[src/rtl/pwm_decoder.sv]
// pwm_decoder: measures the high time, period and quantized duty (0..3) of an
// asynchronous PWM line, and flags loss of signal when no edge arrives for
// TIMEOUT cycles. The receive-side counterpart of the PWM generator.
//
// Handshake: meas_valid is a one-cycle strobe. high_time/period/duty are valid
// in the strobe cycle and hold their values until the next strobe.
// The consumer has no ready input and cannot stall the decoder.
module pwm_decoder #(
  parameter int CNT_W   = 16,
  parameter int TIMEOUT = 50000
) (
  input  logic             clk,
  input  logic             rst_a,
  input  logic             pwm_in,
  output logic [CNT_W-1:0] high_time,
  output logic [CNT_W-1:0] period,
  output logic [1:0]       duty,
  output logic             meas_valid,
  output logic             no_signal,
  output logic             stuck_level
);

  typedef enum logic [1:0] {
    IDLE = 2'd0,
    HIGH = 2'd1,
    LOW  = 2'd2
  } state_t;

  localparam logic [CNT_W-1:0] CNT_MAX = '1;
  localparam logic [CNT_W-1:0] AGE_MAX = CNT_W'(TIMEOUT);
  localparam logic [CNT_W-1:0] ONE     = CNT_W'(1);

  state_t           r_state;
  state_t           w_state_nxt;
  logic             r_s1;
  logic             r_s2;
  logic             r_s3;
  logic [CNT_W-1:0] r_cnt;
  logic [CNT_W-1:0] r_age;
  logic [CNT_W-1:0] r_hcap;
  logic [CNT_W-1:0] r_high_time;
  logic [CNT_W-1:0] r_period;
  logic [1:0]       r_duty;
  logic             r_meas_valid;
  logic             r_no_signal;
  logic             r_stuck_level;

  logic             w_rise;
  logic             w_fall;
  logic             w_edge;
  logic             w_timeout;
  logic             w_capture;
  logic             w_emit;
  logic [CNT_W+1:0] w_h4;
  logic [CNT_W+1:0] w_p1;
  logic [CNT_W+1:0] w_p2;
  logic [CNT_W+1:0] w_p3;
  logic [1:0]       w_duty;

  // Edge detection on the synchronized line; an edge that lands in the same
  // cycle the age counter reaches TIMEOUT suppresses the timeout.
  assign w_rise    = r_s2 & ~r_s3;
  assign w_fall    = ~r_s2 & r_s3;
  assign w_edge    = w_rise | w_fall;
  assign w_timeout = (r_age == AGE_MAX) && !w_edge;

  // Two-flop synchronizer plus one delay stage for edge detection.
  always_ff @(posedge clk or negedge rst_a) begin
    if (!rst_a) begin
      r_s1 <= 1'b0;
      r_s2 <= 1'b0;
      r_s3 <= 1'b0;
    end else begin
      r_s1 <= pwm_in;
      r_s2 <= r_s1;
      r_s3 <= r_s2;
    end
  end

  // FSM state register.
  always_ff @(posedge clk or negedge rst_a) begin
    if (!rst_a) r_state <= IDLE;
    else        r_state <= w_state_nxt;
  end

  // Next-state and datapath strobes; timeout overrides every state.
  always_comb begin
    w_state_nxt = r_state;
    w_capture   = 1'b0;
    w_emit      = 1'b0;
    if (w_timeout) begin
      w_state_nxt = IDLE;
    end else begin
      case (r_state)
        IDLE: if (w_rise) w_state_nxt = HIGH;
        HIGH: if (w_fall) begin
          w_state_nxt = LOW;
          w_capture   = 1'b1;
        end
        LOW:  if (w_rise) begin
          w_state_nxt = HIGH;
          w_emit      = 1'b1;
        end
        default: w_state_nxt = IDLE;
      endcase
    end
  end

  // Duty quantization: compare 4h against p, 2p and 3p in CNT_W+2 bits so the
  // products never overflow.
  always_comb begin
    w_h4   = {r_hcap, 2'b00};
    w_p1   = {2'b00, r_cnt};
    w_p2   = {1'b0, r_cnt, 1'b0};
    w_p3   = w_p1 + w_p2;
    w_duty = 2'd0;
    if      (w_h4 >= w_p3) w_duty = 2'd3;
    else if (w_h4 >= w_p2) w_duty = 2'd2;
    else if (w_h4 >= w_p1) w_duty = 2'd1;
  end

  // Period counter restarts on each rise; edge-age counter on any edge. Both saturate.
  always_ff @(posedge clk or negedge rst_a) begin
    if (!rst_a) begin
      r_cnt <= '0;
      r_age <= '0;
    end else begin
      if (w_rise)                r_cnt <= ONE;
      else if (r_cnt != CNT_MAX) r_cnt <= r_cnt + ONE;
      if (w_edge)                r_age <= ONE;
      else if (r_age != AGE_MAX) r_age <= r_age + ONE;
    end
  end

  // Measurement capture, result registers and loss-of-signal flags.
  always_ff @(posedge clk or negedge rst_a) begin
    if (!rst_a) begin
      r_hcap        <= '0;
      r_high_time   <= '0;
      r_period      <= '0;
      r_duty        <= 2'd0;
      r_meas_valid  <= 1'b0;
      r_no_signal   <= 1'b0;
      r_stuck_level <= 1'b0;
    end else begin
      r_meas_valid <= w_emit;
      if (w_capture) r_hcap <= r_cnt;
      if (w_emit) begin
        r_high_time <= r_hcap;
        r_period    <= r_cnt;
        r_duty      <= w_duty;
        r_no_signal <= 1'b0;
      end
      if (w_timeout) begin
        r_no_signal   <= 1'b1;
        r_stuck_level <= r_s2;
      end
    end
  end

  assign high_time   = r_high_time;
  assign period      = r_period;
  assign duty        = r_duty;
  assign meas_valid  = r_meas_valid;
  assign no_signal   = r_no_signal;
  assign stuck_level = r_stuck_level;

endmodule

[config.mk]
export PLATFORM = sky130hd
export DESIGN_NAME = pwm_decoder
export DESIGN_NICKNAME = d
export VERILOG_FILES = /design/src/rtl/pwm_decoder.sv
export SDC_FILE = /design/constraint.sdc
export NUM_CORES = 1
export LEC_CHECK = 0
export ABC_AREA = 1
export CORE_UTILIZATION = 45
export DETAILED_ROUTE_END_ITERATION = 6
export GPL_ROUTABILITY_DRIVEN = 0
export PLACE_DENSITY = 0.62
export RECOVER_POWER = 50
export SLEW_MARGIN = 20
export SYNTH_ARGS = -nofsm -noshare
export SYNTH_HDL_FRONTEND = slang
export SYNTH_SLANG_ARGS = --single-unit
[constraint.sdc]
create_clock -name clk -period 5.4 [get_ports clk]
set_clock_uncertainty 0.15 [all_clocks]
set_input_delay 0.81 -clock clk [delete_from_list [all_inputs] [get_ports clk]]
set_output_delay 0.81 -clock clk [all_outputs]
set_load 0.01 [all_outputs]
* Word level (Yosys, flattened, before mapping)
Index checks and enable logic that the tools add are counted.
Word-level totals: register bits after elaboration 90
Cells by class: reductions and logical operators 8, $lt $le $gt $ge 3, $add $sub $neg 3, muxes and demuxes 19, bitwise gates (word level) 5, equal/unequal tests 7
Operator list (count):
- $mux W16 | 4
- $add A16 B1 Y16 const B | 2
- $ne A16 B16 Y1 const B | 2
- $add A16 B17 Y18 | 1
- $ge A18 B16 Y1 | 1
- $ge A18 B17 Y1 | 1
- $ge A18 B18 Y1 | 1
- $eq A16 B16 Y1 const B | 1
- $mux W2 | 5
- $mux W1 | 9
- $reduce_bool A2 Y1 | 3
- $pmux W2 S2 | 1
- $ne A3 B1 Y1 const B | 1
- $ne A3 B3 Y1 const B | 1
- $and A1 B1 Y1 | 2
- $eq A2 B1 Y1 const B | 1
- $eq A2 B2 Y1 const B | 1
- $logic_not A2 Y1 | 1
- $not A1 Y1 | 2
- $reduce_and A2 Y1 | 1
- $reduce_or A2 Y1 | 1
- $logic_and A1 B1 Y1 | 1
- $logic_not A1 Y1 | 1
- $or A1 B1 Y1 | 1

* Longest topological paths before layout
Gate-level depths: netlist of run 1.
word-level depth 8, mapped depth 22

* Least setup slack after synthesis of run 1
OpenSTA, ideal clock, no wires.
kind register to register, start register r_cnt[1], end register r_duty[0], in the netlist duty[0], stages on the path, launching flop included 21, library setup time 0.116 ns, data required time 5.134 ns, arrival time 2.605 ns, period minus slack after synthesis 2.871 ns, setup slack 2.529 ns, cells stage by stage dfrtp_1 > ha_1 > fa_1 > nand3_1 > nand2_1 > nand3_1 > nand2_1 > nand3_1 > nand2_1 > xor2_1 > ha_1 > nand2_1 > inv_1 > o21bai_1 > nand2_1 > a21oi_1 > nand2_1 > nor2_1 > nand2_1 > nand2_1 > nand2_1
On the way: cells in the longest elaborated chain, start to end 4, elaborated cells on any way between the ends 7
RTL lines:
- from (decl) | RTL line 38 | logic [CNT_W-1:0] r_cnt;
- from (signal assigned) | RTL line 129 | else if (r_cnt != CNT_MAX) r_cnt <= r_cnt + ONE;
- parallel branches: the longest is 3 deep, another holds $add A16 B17 Y18
- $mux W2 * | RTL line 117 | if (w_h4 >= w_p3) w_duty = 2'd3;
- to (signal assigned) | RTL line 151 | r_duty <= w_duty;
- to (decl) | RTL line 43 | logic [1:0] r_duty;
Mark *: on every way between the ends. A chain may end at the register's enable or synchronous reset.

==> results.toml, run 1 <==
[pwr]
p_leak_nw = 3.26
peakVddDrop_uv = 121
seqPwrFrac_pct = 38.2
p_int_w = 0.00143
power.density_nw_per_um2 = 331
swShare_pct = 33.7
p_switching_w = 0.000724
combPwrFrac_pct = 31.2
p_clk_share_pct = 30.7
power_w = 0.00215

[final_layout]
final_common_cell = "nand2_1"
fin_nets = 833
synthToLayoutAreaGrowth_pct = 14.4
mostFrequentLayoutCells = "nand2_1, dfrtp_1, inv_1"
diodes = 0
drive_gt1_share_pct = 3.91

[global_route]
grt_pass1_vias = 4752
grt_use_total_pct = 21.8
grt_pass1_wl_um = 22400
grt.met2_usage_pct = 35.8
use_met3_pct = 4.08
antenna_found_initial = 0
overflow = 0
top_usage_layer = "met2"
use_met1_pct = 28.4
grt_max_degree = 53

[timing]
fin_ws_ns = 1.97
worst_pin_slew_ns = 2.31
rsz0062_at_grt = "false"
drv_slew = 45
relSlewSlack_pct = -54.3
finalHoldViolCount = 0
min_period_over_period_pct = 63.4
fin_crit_ns = 3.43
fin_setup_tns_ns = 0
fmax_mhz = 292
setup_viol = 0

[clocking]
clk_pin_slew_worst_paths_ns = 0.06
cts_max_path_buffers = 2
root_buffer = "clkbuf_16"
cts_buffers = 9
cts_setup_buffers = 0
clock-sinks = 90
holdBufCountCts = 0
cts_tree = "built"
cts_resized = 0
htree_num_levels = 3
worstSkewPairLatency_ns = 0.35

[route]
wire_per_inst_um = 13.7
drc_errors = 0
dr.pass1.iters = 4
wl_um = 12800
vias = 4771
ant_nets = 0
vias_per_cell = 5.10
drtIter0Drc = 285

[worst_setup_path]
path_class = "in -> async"
critPathSlowestCell = "clkbuf_1"
required_ns = 5.53
cp_slowest_stage_delay_ns = 1.61
endpoint_kind = "asynchronous set/reset pin"
arrival_ns = 3.56
path_delay_family = "buffers and inverters"
crit_fanout = 47
cp_cell_sequence = "clkbuf_1 -> clkbuf_2"
start_kind = "input port"
critical_path_buf_inv_count = 2

[status]
run_status = "complete, but fails checks"
violations = "max-capacitance violations, max-slew violations"

[floorplan]
row_count = 40
start_util_pct = 46.7
design.portCount = 40
core_um2 = 12200
dieArea_um2 = 13100
fp.dieH_um = 114
die_x_um = 114

[place]
numPortBuffers = 39
dp_slack_ns = 2.26
hpwlAfterDp_um = 9860

[yosys]
post_synth_num_cell_types = 33
ys_ff_latch = 90
synth.yosys.seq_area_share_pct = 39.6
syn_inst = 725
syn_area_um2 = 5680
yosysWarnings = 0
syn_nets = 795
avgSynthCellArea_um2 = 7.84

[worst_hold_path]
holdCritPathClass = "reg -> reg"

[job]
cap_violations = 1
## cell usage after synthesis
cell	count	area [um^2]
o21bai_1	2	15.0
nand2_1	217	815
nand2_2	1	6.26
nor3_1	11	55.1
o21ai_0	62	310
nor2_1	41	154
nor4_2	1	12.5
buf_4	5	37.5
nand3b_1	2	15.0
fa_1	1	20.0
a21oi_2	2	17.5
nand4_1	16	100
dfrtp_1	90	2250
inv_1	83	312
nand3_2	2	20.0
nor2_4	1	11.3
buf_2	3	15.0
o21ai_1	10	50.1
nor3_2	2	20.0
a21oi_1	41	205
inv_2	5	18.8
xnor2_1	5	43.8
buf_1	1	3.75
xor2_1	10	87.6
nand3_1	34	170
nand2_4	2	22.5
a21o_1	2	15.0
ha_1	66	826
buf_6	2	22.5
clkbuf_1	2	7.51
nor4_1	1	6.26
nor3b_1	1	7.51
a31oi_1	1	6.26
## per-stage QoR
step	cells	util (%)	cell area, um^2	hold slack (ns)
floorplan	725	-	5680	0.181
global placement	920	51.0	6200	0.184
detailed placement	920	51.0	6200	0.185
CTS	936	53.6	6520	0.200
global route	936	53.4	6500	0.226
finish	936	53.4	6500	0.199
## layer usage
metal,share of wire (%),vias to the layer above
met1,48,2203
met5,0,-
li1,-,2454
met3,3.2,27
met2,46,87
met4,2.3,0
## path summary, 6_finish.rpt
check	slack, ns	endpoint	from	depth (start not counted)
worst min-delay path	0.20	r_s2	r_s1	0
min in group asynchronous	1.00	period[2]	rst_a	1
worst max-delay path	1.97	r_cnt[13]	rst_a	2
worst max register to register	2.24	duty[1]	r_cnt[0]	20
worst min register to register	0.20	r_s2	r_s1	0
max in group clk	2.24	duty[1]	r_cnt[0]	20
## final cells by class
class / instances / area (um^2)
clock buffers: 13 / 270
flip-flops and latches: 90 / 2250
repair buffers: 40 / 389
well taps: 168 / 210
multi-input cells: 534 / 3000
clock inverters: 3 / 46.3
fillers: 1176 / 5660
inverters: 88 / 330
## cells by family after synthesis
logic type | count (synthesis) | share of synthesized area, %
fa+ha+maj | 67 | 14.9
flops | 90 | 39.6
compound gates | 120 | 10.9
simple gates | 332 | 24.9
xor+xnor | 15 | 2.31
buf+inv | 101 | 7.33
## worst reg2reg max path: cells and delay by family, from the launching register on
kind                       cells  cell delay, ns
DFF                            1            0.42
adders and majority gates      3            1.03
AOI/OAI and AO/OA              2            0.23
buffers and inverters          1            0.03
and+or+nand+nor               13            1.04
xor gates and xnor gates       1            0.15
## power by group through the flow
stage	logic, W	clock network, W	registers [W]
6_report	0.000670	0.000660	0.000821
4_1_cts	0.000682	0.000677	0.000821
5_1_grt	0.000786	0.000702	0.000833
3_3_place_gp	0.000661	0	0.000829
2_1_floorplan	0.000458	0	0.000828
3_5_place_dp	0.000677	0	0.000833
## state kept, by name, summed over array words and instances, names as in the netlist
| signal | flops |
|---|---|
| r_state | 2 |
| r_hcap | 16 |
| duty | 2 |
| no_signal | 1 |
| r_s3 | 1 |
| r_s1 | 1 |
| meas_valid | 1 |
| period | 16 |
| stuck_level | 1 |
| r_s2 | 1 |
| high_time | 16 |
| r_age | 16 |
| r_cnt | 16 |
Power figures use the tool's default switching activity.
==> run 2, diff against run 1 <==
==> constraint.sdc (replaced) <==
create_clock -name clk -period 3.5 [get_ports clk]
set_clock_uncertainty 0.15 [all_clocks]
set_input_delay 0.525 -clock clk [delete_from_list [all_inputs] [get_ports clk]]
set_output_delay 0.525 -clock clk [all_outputs]
set_load 0.01 [all_outputs]
==> run 2 against run 1 <==
Against the previous run: the flow still finishes with violations (max-capacitance violations, max-slew violations); non-clock buffer count rose by 1; routed wire length rose by 3.6%; sequential share of layout area rose by 0.30 points; via count rose by 1.3%; setup slack got worse by 1.6 ns; core utilization fell by 0.45 points; power rose by 48%; die area did not move; final area fell by 0.85%; critical path type is now reg -> reg.
==> results.toml, run 2 (synthesis results as in run 1) <==
[clocking]
htree_num_levels = 3
cts_tree = "built"
clk_pin_slew_worst_paths_ns = 0.06
cts_resized = 0
cts_setup_buffers = 0
cts_buffers = 9
holdBufCountCts = 0
cts_max_path_buffers = 2
clock-sinks = 90
worstSkewPairLatency_ns = 0.36
root_buffer = "clkbuf_16"

[timing]
drv_slew = 45
finalHoldViolCount = 0
relSlewSlack_pct = -54.4
fin_setup_tns_ns = 0
worst_pin_slew_ns = 2.32
setup_viol = 0
rsz0062_at_grt = "false"
fin_crit_ns = 3.14
fmax_mhz = 318
min_period_over_period_pct = 89.8

[route]
wire_per_inst_um = 14.2
ant_nets = 0
dr.pass1.iters = 5
vias_per_cell = 5.17
drtIter0Drc = 209
vias = 4834
drc_errors = 0
wl_um = 13300

[job]
cap_violations = 1

[global_route]
grt_pass1_vias = 4743
antenna_found_initial = 0
grt_use_total_pct = 22.2
grt_pass1_wl_um = 22500
grt_max_degree = 48
overflow = 0

[worst_setup_path]
path_class = "reg -> reg"
start_kind = "register"
r2r-end = "duty[0]"
required_ns = 3.59
cp_slowest_stage_delay_ns = 0.44
ff2ff_path_depth = 20
endpoint = "duty[0]"
cp_cell_sequence = "ha_1 -> fa_1 -> nand3_1 -> nand2_1 -> nand3_1 -> nand2_1 -> nand3_1 -> nand2_1 -> xor2_1 -> ha_1 -> nand2_1 -> inv_1 -> o21bai_1 -> nand2_1 -> a21oi_1 -> nand2_1 -> nor2_1 -> nand2_1 -> nand2_1 -> nand2_1"
crit_fanout = 5
timing.rr.start = "r_cnt[0]"
cpMostUsedCell = "nand2_1"
critPathSlowestCell = "fa_1"
arrival_ns = 3.23
cp-startpoint = "r_cnt[0]"
endpoint_kind = "register"
reg2reg_slack_ns = 0.36

[pwr]
peakVddDrop_uv = 191
power.density_nw_per_um2 = 495
p_leak_nw = 3.25

[place]
numPortBuffers = 39
hpwlAfterDp_um = 10100
dpl.cell_count = 921

[final_layout]
fillers = 1169
fin_cells = 935
diodes = 0
synthToLayoutAreaGrowth_pct = 13.5
drive_gt1_share_pct = 3.65
final_common_cell = "nand2_1"
fin_nets = 834
mostFrequentLayoutCells = "nand2_1, dfrtp_1, inv_1"

[floorplan]
start_util_pct = 46.7
die_x_um = 114
core_um2 = 12200
dieArea_um2 = 13100
design.portCount = 40
row_count = 40
fp.dieH_um = 114

[status]
run_status = "complete, but fails checks"
violations = "max-capacitance violations, max-slew violations"

[worst_hold_path]
holdCritPathClass = "reg -> reg"
[run 2: through the flow]
stage	total power (W)	setup slack (ns)	utilization (%)	instance area, um^2	hold slack, ns
after floorplan	0.00198	0.629	-	5680	0.0794
after global placement	0.00230	0.458	51.1	6220	0.184
after detailed placement	0.00235	0.358	51.1	6220	0.185
after CTS	0.00323	0.340	53.2	6470	0.0369
after global routing	0.00343	0.0735	53.0	6440	0.226
final	0.00319	0.356	53.0	6440	0.198
[run 2: worst min-delay path by stage]
stage / end / slack, ns / startpoint / cells after the start
final: r_s2 / 0.20 / r_s1 / 0
after global routing: r_s2 / 0.23 / r_s1 / 0
after CTS: period[2] / 0.04 / rst_a / 1
after detailed placement: r_s2 / 0.18 / r_s1 / 0
after global placement: r_s2 / 0.18 / r_s1 / 0
after floorplan: duty[0] / 0.08 / rst_a / 0
[run 2: layout make-up]
class / count / area, um^2 / area share (%)
multi-input combinational: 534 / 3000 / 46.6
inverter: 88 / 330 / 5.13
clock buffer: 11 / 233 / 3.61
tap: 168 / 210 / 3.26
sequential: 90 / 2250 / 34.9
timing repair buffer: 41 / 399 / 6.19
clock inverter: 3 / 18.8 / 0.291
[run 2: power by group]
group	internal, W	total (W)	leakage, nW	switching (W)
clock network	0.000472	0.000869	0.125	0.000397
logic	0.000439	0.00106	1.90	0.000619
registers	0.00115	0.00126	1.22	0.000110
total	0.00206	0.00319	3.25	0.00113
[run 2: critical path: cells and delay by family (launching register included)]
family	cells	cell delay, ns
flops	1	0.42
simple gates	13	1.04
compound gates	2	0.22
xor+xnor	1	0.15
buf+inv	1	0.03
fa+ha+maj	3	1.01
[run 2: per-layer routing]
metal | part of all wire, % | up-vias | GRT usage, %
li1 | - | 2456 | -
met1 | 48 | 2263 | 28.3
met2 | 47 | 98 | 37.6
met3 | 3.4 | 17 | 4.34
met4 | 1.6 | 0 | 7.79
met5 | 0 | - | 0
==> run 3, diff against run 2 <==
--- a/config.mk
+++ b/config.mk
@@ -9,7 +9,7 @@
 export CORE_UTILIZATION = 45
 export DETAILED_ROUTE_END_ITERATION = 6
 export GPL_ROUTABILITY_DRIVEN = 0
-export PLACE_DENSITY = 0.62
+export PLACE_DENSITY_LB_ADDON = 0.15
 export RECOVER_POWER = 50
 export SLEW_MARGIN = 20
 export SYNTH_ARGS = -nofsm -noshare
==> run 3 against run 2 <==
Against the previous run: the run still ends with max-capacitance violations, max-slew violations left; flip-flop and latch count stayed put; hold slack worse by 0.00056 ns; core utilization is 0.34 points higher; combinational power hardly changed; setup slack worse by 0.0070 ns; sequential share of layout area is 0.22 points lower.
==> results.toml, run 3 (synthesis results as in run 1) <==
[clocking]
htree_num_levels = 3
cts_resized = 0
root_buffer = "clkbuf_16"
clock-sinks = 90
clk_pin_slew_worst_paths_ns = 0.06
cts_buffers = 9
holdBufCountCts = 0
cts_tree = "built"
cts_setup_buffers = 0
cts_max_path_buffers = 2
worstSkewPairLatency_ns = 0.35

[timing]
relSlewSlack_pct = -47.6
drv_slew = 91
setup_viol = 0
min_period_over_period_pct = 90.0
fin_crit_ns = 3.15
fin_setup_tns_ns = 0
whs_ns = 0.198
finalHoldViolCount = 0
rsz0062_at_grt = "false"
worst_pin_slew_ns = 2.21
fmax_mhz = 317

[floorplan]
die_x_um = 114
row_count = 40
start_util_pct = 46.7
core_um2 = 12200
fp.dieH_um = 114
design.portCount = 40
dieArea_um2 = 13100

[final_layout]
mostFrequentLayoutCells = "nand2_1, dfrtp_1, inv_1"
fin_nets = 834
final_util_pct = 53.3
final_common_cell = "nand2_1"
drive_gt1_share_pct = 3.92
fillers = 1164
multi_input_area_um2 = 3000
seq_area_um2 = 2250
synthToLayoutAreaGrowth_pct = 14.2
stdcell_area_um2 = 6490
diodes = 0

[pwr]
p_switching_w = 0.00110
power_w = 0.00327
p_int_w = 0.00217
seqPwrFrac_pct = 38.7
peakVddDrop_uv = 193
swShare_pct = 33.6
power.density_nw_per_um2 = 505
p_leak_nw = 3.27
p_clk_share_pct = 29.4
combPwrFrac_pct = 31.9

[global_route]
use_met1_pct = 27.1
grt_max_degree = 91
overflow = 0
grt_pass1_wl_um = 21500
use_met3_pct = 4.55
grt_use_total_pct = 21.1
antenna_found_initial = 0
grt_pass1_vias = 4587
grt.met2_usage_pct = 34.8
top_usage_layer = "met2"

[worst_setup_path]
required_ns = 3.59
arrival_ns = 3.24
start_kind = "register"
crit_fanout = 5
path_class = "reg -> reg"
endpoint_kind = "register"

[route]
drtIter0Drc = 328
vias_per_cell = 5.23
wire_per_inst_um = 13.5
wl_um = 12600
dr.pass1.iters = 4
drc_errors = 0
ant_nets = 0
vias = 4889

[job]
cap_violations = 1

[status]
violations = "max-capacitance violations, max-slew violations"
run_status = "complete, but fails checks"

[worst_hold_path]
holdCritPathClass = "reg -> reg"

[place]
numPortBuffers = 39
placed_area_um2 = 6220
hpwlAfterDp_um = 9510
==> run 3: changes by cell type in the layout (fill, tap and decap cells not counted), sizes merged <==
cell	before	now
clkinv	3	1
bufinv	0	1
==> run 3: power groups by stage <==
stage	clock (W)	sequential, W	combinational (W)
floorplan	0	0.00128	0.000707
global placement	0	0.00128	0.00102
detailed placement	0	0.00128	0.00106
CTS	0.000986	0.00127	0.00106
global route	0.00104	0.00129	0.00122
finish	0.000963	0.00127	0.00104
==> run 3: critical path: stages (launching register included) <==
cell and delay (ns):
dfrtp_1 0.43, ha_1 0.28, fa_1 0.44, nand3_1 0.12, nand2_1 0.09, nand3_1 0.08, nand2_1 0.09, nand3_1 0.09
nand2_1 0.09, xor2_1 0.15, ha_1 0.29, nand2_1 0.06, inv_1 0.03, o21bai_1 0.11, nand2_1 0.06, a21oi_1 0.11
nand2_1 0.06, nor2_1 0.14, nand2_1 0.07, nand2_1 0.06, nand2_1 0.05
==> run 3: cell type report <==
type,instances,share of cell area (%)
Sequential cell,90,34.7
Timing Repair Buffer,41,6.17
Inverter,88,5.09
Multi-Input combinational cell,534,46.3
Tap cell,168,3.24
Clock buffer,11,3.90
Clock inverter,2,0.598
==> run 3: final timing paths <==
check,start,endpoint,slack [ns],cells after the start
min,r_s1,r_s2,0.20,0
max,r_cnt[1],duty[0],0.35,20
max in group asynchronous,rst_a,r_cnt[3],1.10,2
min in group asynchronous,rst_a,high_time[1],0.74,2
max reg2reg,r_cnt[1],duty[0],0.35,20
min reg2reg,r_s1,r_s2,0.20,0
==> run 3: metal layers <==
layer	routed length (um)	share of wire, %
met1	5990	48
met2	5920	47
met3	414	3.3
met4	267	2.1
met5	0	0
==> run 3: through the flow <==
stage               std cells  setup slack [ns]
floorplan                 725             0.629
global placement          921             0.457
detailed placement        921             0.380
CTS                       934             0.345
global route              934            0.0459
finish                    934             0.349
